File: src/rtl/serial_sum_collector_pkg.sv
// serial_sum_collector_pkg: shared state encoding and default sizes for the serial adder datapath
package serial_sum_collector_pkg;

    typedef enum logic [1:0] {
        ST_IDLE  = 2'd0,
        ST_SHIFT = 2'd1,
        ST_PUSH  = 2'd2
    } state_e;

    localparam int DEF_WIDTH = 8;
    localparam int DEF_DEPTH = 4;

endpackage

File: src/rtl/serial_sum_collector_sum_fifo.sv
// sum_fifo: first-word-fall-through FIFO holding completed result words
module sum_fifo
    import serial_sum_collector_pkg::*;
#(
    parameter int WIDTH = DEF_WIDTH + 1,
    parameter int DEPTH = DEF_DEPTH,
    parameter int PTR_W = $clog2(DEPTH)
) (
    input  logic             clk,
    input  logic             rst,
    input  logic             push,
    input  logic             pop,
    input  logic [WIDTH-1:0] din,
    output logic [WIDTH-1:0] dout,
    output logic [PTR_W:0]   count,
    output logic             full,
    output logic             empty
);

    logic [WIDTH-1:0] mem [DEPTH];
    logic [PTR_W-1:0] rd_ptr_q, rd_ptr_d, wr_ptr_q, wr_ptr_d;
    logic [PTR_W:0]   count_q, count_d;
    logic             do_pop, do_push;

    assign empty   = count_q == '0;
    assign full    = count_q == (PTR_W+1)'(DEPTH);
    assign count   = count_q;
    assign dout    = empty ? '0 : mem[rd_ptr_q];
    assign do_pop  = pop & ~empty;
    // a full FIFO still accepts a word when the head leaves in the same cycle
    assign do_push = push & (~full | do_pop);

    // pointer and occupancy update; pointers wrap naturally since DEPTH is a power of two
    always_comb begin
        rd_ptr_d = rd_ptr_q + PTR_W'(do_pop);
        wr_ptr_d = wr_ptr_q + PTR_W'(do_push);
        count_d  = count_q + (PTR_W+1)'(do_push) - (PTR_W+1)'(do_pop);
    end

    // control registers
    always_ff @(posedge clk) begin
        if (!rst) begin
            rd_ptr_q <= '0;
            wr_ptr_q <= '0;
            count_q  <= '0;
        end else begin
            rd_ptr_q <= rd_ptr_d;
            wr_ptr_q <= wr_ptr_d;
            count_q  <= count_d;
        end
    end

    // storage is left unreset; out_data is masked while empty
    always_ff @(posedge clk) begin
        if (do_push) mem[wr_ptr_q] <= din;
    end

endmodule

File: src/rtl/serial_sum_collector.sv
// serial_sum_collector: deserializes LSB-first sum bits plus carry into words and queues them
module serial_sum_collector
    import serial_sum_collector_pkg::*;
#(
    parameter int WIDTH = DEF_WIDTH,
    parameter int DEPTH = DEF_DEPTH,
    parameter int PTR_W = $clog2(DEPTH)
) (
    input  logic             clk,
    input  logic             rst,
    input  logic             bit_in,
    input  logic             bit_valid,
    input  logic             frame_start,
    input  logic             carry_in,
    output logic [WIDTH:0]   out_data,
    output logic             out_valid,
    input  logic             out_ready,
    output logic [PTR_W:0]   count,
    output logic             busy,
    output logic             overflow,
    output logic             frame_err,
    input  logic             clr_status
);

    localparam int CNT_W = $clog2(WIDTH + 1);

    state_e           state_q, state_d;
    logic [WIDTH-1:0] shreg_q, shreg_d, shifted;
    logic [CNT_W-1:0] bit_cnt_q, bit_cnt_d;
    logic [WIDTH:0]   word_q, word_d;
    logic             overflow_q, overflow_d, frame_err_q, frame_err_d;
    logic             fe_set, push, pop, full, empty;

    assign shifted   = {bit_in, shreg_q[WIDTH-1:1]};
    assign push      = state_q == ST_PUSH;
    assign pop       = out_ready & ~empty;
    assign out_valid = ~empty;
    assign busy      = state_q != ST_IDLE;
    assign overflow  = overflow_q;
    assign frame_err = frame_err_q;

    // deserializer next state; a frame_start mid-word restarts on that bit
    always_comb begin
        state_d   = state_q;
        shreg_d   = shreg_q;
        bit_cnt_d = bit_cnt_q;
        word_d    = word_q;
        fe_set    = 1'b0;
        case (state_q)
            ST_IDLE: if (bit_valid && frame_start) begin
                shreg_d   = shifted;
                bit_cnt_d = CNT_W'(1);
                state_d   = ST_SHIFT;
            end
            ST_SHIFT: if (bit_valid) begin
                shreg_d = shifted;
                if (frame_start) begin
                    bit_cnt_d = CNT_W'(1);
                    fe_set    = 1'b1;
                end else begin
                    bit_cnt_d = bit_cnt_q + CNT_W'(1);
                    if (bit_cnt_q == CNT_W'(WIDTH - 1)) begin
                        word_d  = {carry_in, shifted};
                        state_d = ST_PUSH;
                    end
                end
            end
            ST_PUSH: begin
                bit_cnt_d = '0;
                fe_set    = bit_valid;
                state_d   = ST_IDLE;
            end
            default: state_d = ST_IDLE;
        endcase
        overflow_d  = (push & full & ~pop) | (overflow_q & ~clr_status);
        frame_err_d = fe_set | (frame_err_q & ~clr_status);
    end

    // deserializer and status registers
    always_ff @(posedge clk) begin
        if (!rst) begin
            state_q     <= ST_IDLE;
            shreg_q     <= '0;
            bit_cnt_q   <= '0;
            word_q      <= '0;
            overflow_q  <= 1'b0;
            frame_err_q <= 1'b0;
        end else begin
            state_q     <= state_d;
            shreg_q     <= shreg_d;
            bit_cnt_q   <= bit_cnt_d;
            word_q      <= word_d;
            overflow_q  <= overflow_d;
            frame_err_q <= frame_err_d;
        end
    end

    sum_fifo #(.WIDTH(WIDTH + 1), .DEPTH(DEPTH), .PTR_W(PTR_W)) u_fifo (
        .clk   (clk),
        .rst   (rst),
        .push  (push),
        .pop   (pop),
        .din   (word_q),
        .dout  (out_data),
        .count (count),
        .full  (full),
        .empty (empty)
    );

endmodule

File: config.mk
export PLATFORM = sky130hd
export DESIGN_NAME = serial_sum_collector
export DESIGN_NICKNAME = d
export VERILOG_FILES = /design/src/rtl/serial_sum_collector_pkg.sv /design/src/rtl/serial_sum_collector_sum_fifo.sv /design/src/rtl/serial_sum_collector.sv
export SDC_FILE = /design/constraint.sdc
export NUM_CORES = 1
export LEC_CHECK = 0
export CORE_MARGIN = 4
export CORE_UTILIZATION = 57
export CTS_CLUSTER_SIZE = 10
export DETAILED_ROUTE_END_ITERATION = 8
export GPL_TIMING_DRIVEN = 0
export PLACE_DENSITY_LB_ADDON = 0.1
export REMOVE_ABC_BUFFERS = 1
export SETUP_SLACK_MARGIN = 0.5
export SYNTH_ARGS = -nofsm -noshare
export SYNTH_HDL_FRONTEND = slang
export SYNTH_HIERARCHICAL = 1
export SYNTH_SLANG_ARGS = --single-unit
File: constraint.sdc
create_clock -name clk -period 2.8 [get_ports clk]
set_input_delay 0.56 -clock clk [delete_from_list [all_inputs] [get_ports clk]]
set_output_delay 0.56 -clock clk [all_outputs]
set_load 0.05 [all_outputs]
Yosys cells after proc, flatten, opt, wreduce, memory -nomap -nowiden

Memory sizes are Yosys's and may differ from the RTL's. A register that Yosys moved wholly into a read port is not among the register bits.
Index checks and enable logic that the tools add are counted.

Flip-flop bits (word level): 32
Memory bits (writable): 36
Input port bits: 8
Output and inout bits: 16
Memories kept: 1

Memories:

| memory     | depth | width | read ports | clocked after memory_dff | wr ports | RTL line                            | source |
|---|---|---|---|---|---|---|---|
| u_fifo.mem | 4     | 9     | 1          | 1                        | 1        | serial_sum_collector_sum_fifo.sv:20 | `logic [WIDTH-1:0] mem [DEPTH];` |

$add $sub $neg: 5
Eq/ne operators: 8
Multiplexer cells: 19
Bitwise operators: 15
Reduce and logical (&&, ||, !) cells: 10

Operator list:

| kind                                                                   | count |
|---|---|
| 8-bit two-way mux                                                      | 2 |
| 8-bit case mux with 2 select lines                                     | 1 |
| 4-bit two-way mux                                                      | 3 |
| 4-bit case mux with 3 select lines                                     | 1 |
| 2-bit two-way mux                                                      | 5 |
| 9-bit two-way mux                                                      | 1 |
| 2-bit inequality test (second input constant)                          | 4 |
| 4-bit AND reduction                                                    | 2 |
| 1-bit bitwise AND                                                      | 7 |
| 3-bit AND reduction                                                    | 2 |
| 1-bit inverter                                                         | 5 |
| 2-bit by 1-bit adder with 2-bit output                                 | 2 |
| 4-bit by 1-bit adder with 4-bit output (second input constant)         | 1 |
| 4-bit by 3-bit equality test with 1-bit output (second input constant) | 1 |
| 1-bit two-way mux                                                      | 4 |
| 2-bit case mux with 2 select lines                                     | 1 |
| 2-bit nonzero test                                                     | 2 |
| 3-bit by 1-bit adder with 3-bit output                                 | 1 |
| 3-bit equality test (second input constant)                            | 1 |
| 3-bit logical NOT                                                      | 1 |
| 1-bit bitwise OR                                                       | 3 |
| 3-bit nonzero test                                                     | 1 |
| 3-bit by 1-bit subtractor with 3-bit output                            | 1 |
| 2-bit by 1-bit equality test with 1-bit output (second input constant) | 1 |
| 4 further kinds                                                        | 4 |

Longest topological paths before layout

Gate-level depths: netlist of run 1.

Depth after elaboration: 8
Mapped depth: 10
Depth with buffers taken out: 9

Modules after synthesis

Netlist of run 1, hierarchy kept.

Modules (own cells, without submodules):

| module               | instances | cells an instance | area an instance (µm²) | seq. area each (µm²) |
|---|---|---|---|---|
| sum_fifo             | 1         | 94                | 1739.2                 | 1221.2 |
| serial_sum_collector | 1         | 113               | 1107.3                 | 480.5 |

Worst setup path after synthesis of run 1

Ideal clock, no wire load.

Kind: reg-to-reg
Start: register u_fifo.count_q[1], in the netlist u_fifo/count[1]
End: register u_fifo.count_q[1], in the netlist u_fifo/count[1]
Data arrival time: 2.569 ns
Slack: 0.116 ns
Cell stages (with the launch flop): 9
Cell sequence: dfxtp_1 > nor3_2 > buf_2 > nor2b_1 > or3b_1 > a21bo_1 > ha_1 > fa_1 > and2_1

Word-level cells in the longest chain between the ends: 8
Elaborated cells between the ends (all ways): 10
Those cells by class: 2 x add/sub; 1 x eq/ne; 6 x bitwise; 1 x reduce/logical

RTL lines:

| item                                          | RTL line                            | source |
|---|---|---|
| from (decl)                                   | serial_sum_collector_sum_fifo.sv:22 | `logic [PTR_W:0] count_q, count_d;` |
| from (signal assigned)                        | serial_sum_collector_sum_fifo.sv:49 | `count_q <= count_d;` |
| 3-bit logical NOT *                           | serial_sum_collector_sum_fifo.sv:25 | `assign empty = count_q == '0;` |
| net empty                                     | serial_sum_collector.sv:32          | `logic fe_set, push, pop, full, empty;` |
| 1-bit inverter *                              | serial_sum_collector.sv:36          | `assign pop = out_ready & ~empty;` |
| 1-bit bitwise AND *                           | serial_sum_collector.sv:36          |  |
| net pop                                       | serial_sum_collector.sv:32          |  |
| 1-bit bitwise AND *                           | serial_sum_collector_sum_fifo.sv:29 | `assign do_pop = pop & ~empty;` |
| 1-bit bitwise OR                              | serial_sum_collector_sum_fifo.sv:31 | `assign do_push = push & (~full \| do_pop);` |
| 1-bit bitwise AND                             | serial_sum_collector_sum_fifo.sv:31 |  |
| 3-bit by 1-bit adder with 3-bit output        | serial_sum_collector_sum_fifo.sv:37 | `count_d = count_q + (PTR_W+1)'(do_push) - (PTR_W+1)'(do_pop);` |
| 3-bit by 1-bit subtractor with 3-bit output * | serial_sum_collector_sum_fifo.sv:37 |  |
| net u_fifo.count_d[1]                         | serial_sum_collector_sum_fifo.sv:22 |  |

The timed path passes the listed nets; every way through them passes the cells marked *.
A chain may end at the register's enable or synchronous reset.

Worst setup path in the final report of run 1

Start: register u_fifo.count_q[0], in the netlist u_fifo/count[0]
End: register u_fifo.count_q[2], in the netlist u_fifo/count[2]

Word-level cells in the longest chain between the ends: 8
Elaborated cells between the ends (all ways): 10
Those cells by class: 2 x add/sub; 1 x eq/ne; 6 x bitwise; 1 x reduce/logical

RTL lines:

| item                                          | RTL line |
|---|---|
| 3-bit logical NOT *                           | serial_sum_collector_sum_fifo.sv:25 |
| net empty                                     | serial_sum_collector.sv:32 |
| 1-bit inverter *                              | serial_sum_collector.sv:36 |
| 1-bit bitwise AND *                           | serial_sum_collector.sv:36 |
| net pop                                       | serial_sum_collector.sv:32 |
| 1-bit bitwise AND *                           | serial_sum_collector_sum_fifo.sv:29 |
| 1-bit bitwise OR                              | serial_sum_collector_sum_fifo.sv:31 |
| 1-bit bitwise AND                             | serial_sum_collector_sum_fifo.sv:31 |
| 3-bit by 1-bit adder with 3-bit output        | serial_sum_collector_sum_fifo.sv:37 |
| 3-bit by 1-bit subtractor with 3-bit output * | serial_sum_collector_sum_fifo.sv:37 |

Marks and branches as above.

==> results of run 1 <==
layout make-up:
class / count / area, um2
clock inverter: 6 / 43.8
clock buffer: 10 / 149
tap: 67 / 83.8
multi-input combinational: 124 / 1150
timing repair buffer: 37 / 308
fill: 335 / 1300
sequential: 67 / 1720
inverter: 10 / 37.5
power by group through the flow:
stage	registers (mW)	clock network [mW]	logic, mW
6_report	1.10	0.749	0.610
5_1_grt	1.11	0.816	0.660
4_1_cts	1.10	0.766	0.570
3_5_place_dp	1.12	0	0.561
3_3_place_gp	1.12	0	0.535
2_1_floorplan	1.13	0	0.390
worst max path at each step:
stage | startpoint | to | depth (start not counted)
after floorplan | u_fifo/count[1]$_SDFF_PN0_ | u_fifo/count[2]$_SDFF_PN0_ | 9
after global placement | out_ready | u_fifo/mem[1][1]$_DFFE_PP_ | 4
after detailed placement | u_fifo/count[1]$_SDFF_PN0_ | u_fifo/count[2]$_SDFF_PN0_ | 9
after CTS | u_fifo/rd_ptr_q[0]$_SDFF_PN0_ | out_data[2] | 4
after global routing | u_fifo/count[0]$_SDFF_PN0_ | u_fifo/count[2]$_SDFF_PN0_ | 9
final | u_fifo/count[0]$_SDFF_PN0_ | u_fifo/count[2]$_SDFF_PN0_ | 9
metrics by stage:
stage	hold slack, ns	instances
after floorplan	0.459	201
after global placement	0.464	291
after detailed placement	0.480	293
after CTS	0.501	317
after global routing	0.533	321
final	0.500	321
layout by cell type (no fill, tap or decap), drive strengths merged, types with 2 or more instances in the layout:
cell type	instances
nor2b	12
mux4	9
a21oi	2
inv	13
ha	10
nor2	24
buf	22
and2	9
mux2i	18
xor2	2
nor3	3
clkbuf	12
nor3b	3
a31o	2
and3	2
o21ai	2
edfxtp	36
xnor2	2
dfxtp	31
nand2	5
clkinvlp	2
clkdlybuf4s50	11
o31ai	2
nand3	2
repair_timing:
action / 4_1_cts / 5_1_grt
buffers inserted: 8 / 4
resized for setup: 59 / 13
hold buffers: 0 / 0
endpoints found under the setup margin: 53 / 17
pin swaps: 1 / 6
registers in the layout (all words and copies together), names as in the netlist:
register and cells:
bit_cnt_q 4, frame_err 1, overflow 1, shreg_q 7, state_q 2, u_fifo/count 3, u_fifo/mem 36, u_fifo/rd_ptr_q 2
u_fifo/wr_ptr_q 2, word_q 9
cell families (layout without fill, tap and decap cells):
| kind of cell | Yosys count | count (layout) |
|---|---|---|
| buf+inv | 16 | 63 |
| simple gates | 67 | 67 |
| flops | 67 | 67 |
| fa+ha+maj | 11 | 11 |
| mux | 28 | 28 |
| xor+xnor | 4 | 4 |
| compound gates | 14 | 14 |
cell usage after synthesis (4+ instances only):
cell type | count | area share, %
nor2b_1 | 12 | 2.6
mux4_2 | 9 | 7.1
and2_1 | 9 | 2.0
dfxtp_1 | 31 | 22
inv_1 | 8 | 1.1
mux2i_1 | 18 | 6.3
nand2_1 | 4 | 0.53
ha_1 | 10 | 4.4
edfxtp_1 | 36 | 38
nor2_1 | 24 | 3.2
per-layer routing:
| metal | GRT usage (%) | vias to the layer above | wire length (um) |
|---|---|---|---|
| met5 | 0 | - | 0 |
| met4 | 10.7 | 0 | 157 |
| met3 | 4.93 | 14 | 251 |
| met2 | 32.1 | 41 | 2680 |
| met1 | 22.0 | 852 | 2180 |
| li1 | - | 831 | - |
worst max-delay path: stages (launching register included):
cell and delay, ns:
dfxtp_4 0.36, nor3_4 0.29, nor2b_4 0.09, or3b_4 0.24, a21bo_4 0.22, ha_4 0.16
fa_2 0.37, xnor2_2 0.15, xnor2_1 0.12, and2_1 0.15
==> impl_results.md, run 1 <==
- I/O Pins: 24
- Clock root buffer: clkbuf_8
- Worst reg-to-reg setup slack: 0.54 ns
- Cell count after synthesis: 207
- Layout area overhead: 22.4%
- Hold Violations, Final: 0
- Initial antenna violation count: 0
- PwrDens: 707 nW/um2
- Total clock sinks: 67
- Status: completed
- Synthesized cell area: 2850 um2
- WP data required: 3.03 ns
- Die Footprint: 6190 um2
- HPWL after detailed placement: 3.42 mm
- Leakage: 1.33 nW
- Internal Dissipation: 1.69 mW
- Vias in the first global route: 1766
- Number of synthesized register bits: 67
- Reg2reg end: u_fifo/count[2]$_SDFF_PN0_
- Skew-Pair Late Insertion Delay: 0.34 ns
- Complex-gate fraction of the synthesized area: 4.40%
- Die height: 78.7 um
- Clock Skew: 0.00937 ns
- Vias per inst: 5.41
- Port Buffers: 23
- Tmin final: 2.26 ns
- Async SR Flop Fraction: 0%
- Initial Util: 59.5%
- DR pass1 iterations: 4
- Routed Antenna Nets: 0
- First DRT Iteration DRCs: 133
- Total GRT Usage: 19.1%
- Psw: 774 uW
- Number of setup violations in the final report: 0
- DRC: 0
- Hold path endpoint: overflow$_SDFF_PN0_
- Sw Ratio: 31.4%
- Global-route wire length before repair: 8.65 mm
- Mean Syn Cell Area: 13.8 um2
- Top FF cell, synth: edfxtp_1
- Post-route cell area: 3480 um2
- Area of the core: 4790 um2
- Clk buf depth: 2
- Hold_sp: overflow$_SDFF_PN0_
- Library cells used by synthesis: 43
- Hold path cells: 2
- RSZ-0062 raised after global routing: yes
- CTS tree: done
- CP Capture Type: register
- Vias after detailed routing: 1738
- GP Congestion: 0.756
- Setup CP Type: reg2reg
- Routed wire length: 5.27 mm
- DR WL/cell: 16.4 um
- Worst Path Arrival: 2.49 ns
- Max-cap check violation count: 0
- Mux cell area share after synthesis: 13.8%
- Comb power frac: 24.8%
- Slew @ Worst Pin: 0.774 ns
- Register share of total power: 44.8%
- Final core utilization: 72.8%
- Setup ws final: 0.541 ns
- Nets: 268
- Die Wd: 78.7 um
- Max IR drop VDD: 501 uV
- N_diodes: 0
- Synth Area in Adders: 5.10%
- Gr ovfl total: 0
- Seq/Total Area, Yosys: 59.8%
- Ys Warns: 6
- R2R depth: 9
- Setup crit start kind: register
- Largest net degree at the start of global routing: 25
- TritonCTS buffer count: 9
- Slew Viols, Final: 0
- Dpl ws: -0.261 ns
- Max Fclk: 443 MHz
- HP Class: reg2reg
- Post-synth EDFFs: 36
- RR Startpoint: u_fifo/count[0]$_SDFF_PN0_
- Placed Area: 3140 um2
- Synth Area in XOR/XNOR: 1.23%
- Synth Area in Simple Gates: 13.1%
- Critical path peak fanout: 4
- Final Cycle Share: 80.7%
- Row cnt: 25
- Final TNS setup: 0 ns
- Share of cells above drive strength 1: 29.9%
- Max-slew headroom: 48.2%
- CTS H-tree lvls: 3
- Total power: 2.46 mW
- Combinational family with the most area after synthesis: multiplexers
- Clock power frac: 30.4%
- Clock-pin slew on the worst setup and hold paths: 0.07 ns
Note: power is estimated with default switching activity, not from simulation.
==> run 2: changes to the inputs <==
==> constraint.sdc (replaced) <==
create_clock -name clk -period 2.1 [get_ports clk]
set_input_delay 0.42 -clock clk [delete_from_list [all_inputs] [get_ports clk]]
set_output_delay 0.42 -clock clk [all_outputs]
set_load 0.05 [all_outputs]
==> run 2 against run 1 <==
Global-route usage increased by 5.0 points. Via count increased by 12%. Utilization increased by 12 points. The flow now finishes with violations (setup timing). Worst setup slack got worse by 0.69 ns. Critical endpoint unchanged. Sequential share of layout area decreased by 6.8 points. Largest cell class unchanged. Non-clock buffer count increased by 21. Cell area increased by 17%. Wire length increased by 36%.
==> impl_results.md, run 2 (synthesized netlist as in run 1, its figures left out) <==
- HP Class: reg2reg
- Hold Violations, Final: 0
- Most frequent cells in the layout: edfxtp_1 (36), nor2_1 (23), dfxtp_1 (23), buf_4 (19), mux2i_1 (18)
- Max-cap check violation count: 0
- Die height: 78.7 um
- Register area: 1720 um2
- Clk buf depth: 2
- Cts hold-fix bufs: 0
- Hold path cells: 2
- First DRT Iteration DRCs: 153
- DRC: 0
- CTS tree: done
- PwrDens: 940 nW/um2
- DR WL/cell: 20.9 um
- N_diodes: 0
- Placed Area: 3140 um2
- Clock root buffer: clkbuf_8
- Initial Util: 59.5%
- Setup crit start kind: register
- Clock Skew: 0.0180 ns
- CTS H-tree lvls: 3
- Failing checks: setup timing
- Clock-pin slew on the worst setup and hold paths: 0.08 ns
- Initial antenna violation count: 0
- I/O Pins: 24
- Slew @ Worst Pin: 0.573 ns
- Row cnt: 25
- Max reg flops: 36
- Slew Viols, Final: 0
- Hold_sp: shreg_q[1]$_SDFFE_PN0P_
- Final Cycle Share: 107%
- R2R depth: 9
- Non-filler instance count after layout: 344
- Post-route cell area: 4070 um2
- Die Footprint: 6190 um2
- TritonCTS buffer count: 9
- Tmin final: 2.25 ns
- Critical path peak fanout: 2
- Area of the core: 4790 um2
- Total GRT Usage: 24.0%
- Dpl ws: -0.961 ns
- DR pass1 iterations: 4
- Layout area overhead: 42.9%
- Final TNS setup: -0.347 ns
- GP Congestion: 0.756
- Worst Path Arrival: 2.50 ns
- Port Buffers: 23
- Number of setup violations in the final report: 4
- RR Startpoint: u_fifo/count[1]$_SDFF_PN0_
- Top reg by flops: u_fifo/mem
- Vias in the first global route: 2000
- CP Capture Type: register
- Top Registers: u_fifo/mem: 36 flops, word_q: 9 flops, shreg_q: 7 flops
- Routed wire length: 7.19 mm
- Gr ovfl total: 0
- Commonest non-fill, non-tap cell in the layout: edfxtp_1
- Largest net degree at the start of global routing: 14
- Nets: 291
- Max IR drop VDD: 791 uV
- Worst reg-to-reg setup slack: -0.15 ns
- Vias per inst: 5.66
- Setup ws final: -0.147 ns
- Area of the multi-input gates: 1380 um2
- Setup CP Type: reg2reg
- Global-route wire length before repair: 10.8 mm
- Vias after detailed routing: 1946
- Routed Antenna Nets: 0
- Fillers: 222
- Total clock sinks: 67
- Die Wd: 78.7 um
- Max Fclk: 445 MHz
- Share of cells above drive strength 1: 47.7%
- Leakage: 1.53 nW
- Reg2reg end: u_fifo/count[2]$_SDFF_PN0_
- Skew-Pair Late Insertion Delay: 0.35 ns
- Max-slew headroom: 61.8%
- RSZ-0062 raised after global routing: yes
- Status: complete, but fails checks
- Placed Cells: 293
- Hold path endpoint: shreg_q[1]$_SDFFE_PN0P_
- WP data required: 2.35 ns
- HPWL after detailed placement: 3.42 mm
run 2: cell types whose count changed in the layout (fill, tap and decap cells not counted), moves of 4 or more:
cell / change
clkdlybuf4s15_2: +4
buf_8: +7
buf_6: +13
ha_4: +5
buf_2: -8
inv_1: -5
ha_1: -5
nor2b_4: +9
nor2b_1: -9
buf_4: +10
clkdlybuf4s50_1: -7
run 2: through the flow:
step	power (mW)	utilization [%]	hold WS [ns]
after floorplan	2.03	-	0.459
after global placement	2.21	65.3	0.464
after detailed placement	2.25	65.6	0.480
after CTS	3.57	80.9	0.501
after global routing	3.97	85.0	0.536
final	3.82	85.0	0.500
run 2: worst max-delay path: stages (launching register included):
cell     delay (ns)
dfxtp_4        0.36
nor3_4         0.27
nor2b_4        0.07
or3b_4         0.24
a21bo_4        0.23
ha_4           0.16
fa_2           0.36
xnor2_2        0.16
xnor2_1        0.14
and2_1         0.15
run 2: timing repair:
action | in CTS | in global routing
resized for setup | 176 | 25
cloned | 2 | 0
pin swaps | 8 | 6
endpoints found under the setup margin | 80 | 76
setup buffers | 24 | 9
run 2: where the power goes:
part / switching (mW) / internal, mW
clock: 0.546 / 0.507
combinational: 0.663 / 0.614
sequential: 0.0620 / 1.43
run 2: cell type report:
class	count	share of cell area, %
repair inverters	1	0.123
repair buffers	58	15.4
well taps	67	2.06
multi-input cells	125	34.0
clock inverters	6	1.08
clock buffers	10	3.66
flip-flops and latches	67	42.4
inverters	10	1.32
run 2: per-layer routing:
| metal | GRT usage [%] | part of all wire [%] |
|---|---|---|
| met1 | 26.9 | 39 |
| met2 | 42.4 | 54 |
| met3 | 5.50 | 3.8 |
| met4 | 12.2 | 3.4 |
| met5 | 0 | 0 |
run 2: worst max-delay path by stage:
stage | start | to | slack (ns) | cells after the start
after floorplan | u_fifo/count[1]$_SDFF_PN0_ | u_fifo/count[2]$_SDFF_PN0_ | -0.68 | 9
after global placement | out_ready | u_fifo/mem[1][1]$_DFFE_PP_ | -0.92 | 4
after detailed placement | u_fifo/count[1]$_SDFF_PN0_ | u_fifo/count[2]$_SDFF_PN0_ | -0.96 | 9
after CTS | u_fifo/count[1]$_SDFF_PN0_ | u_fifo/count[2]$_SDFF_PN0_ | -0.04 | 9
after global routing | u_fifo/count[1]$_SDFF_PN0_ | u_fifo/count[2]$_SDFF_PN0_ | -0.22 | 9
final | u_fifo/count[1]$_SDFF_PN0_ | u_fifo/count[2]$_SDFF_PN0_ | -0.15 | 9
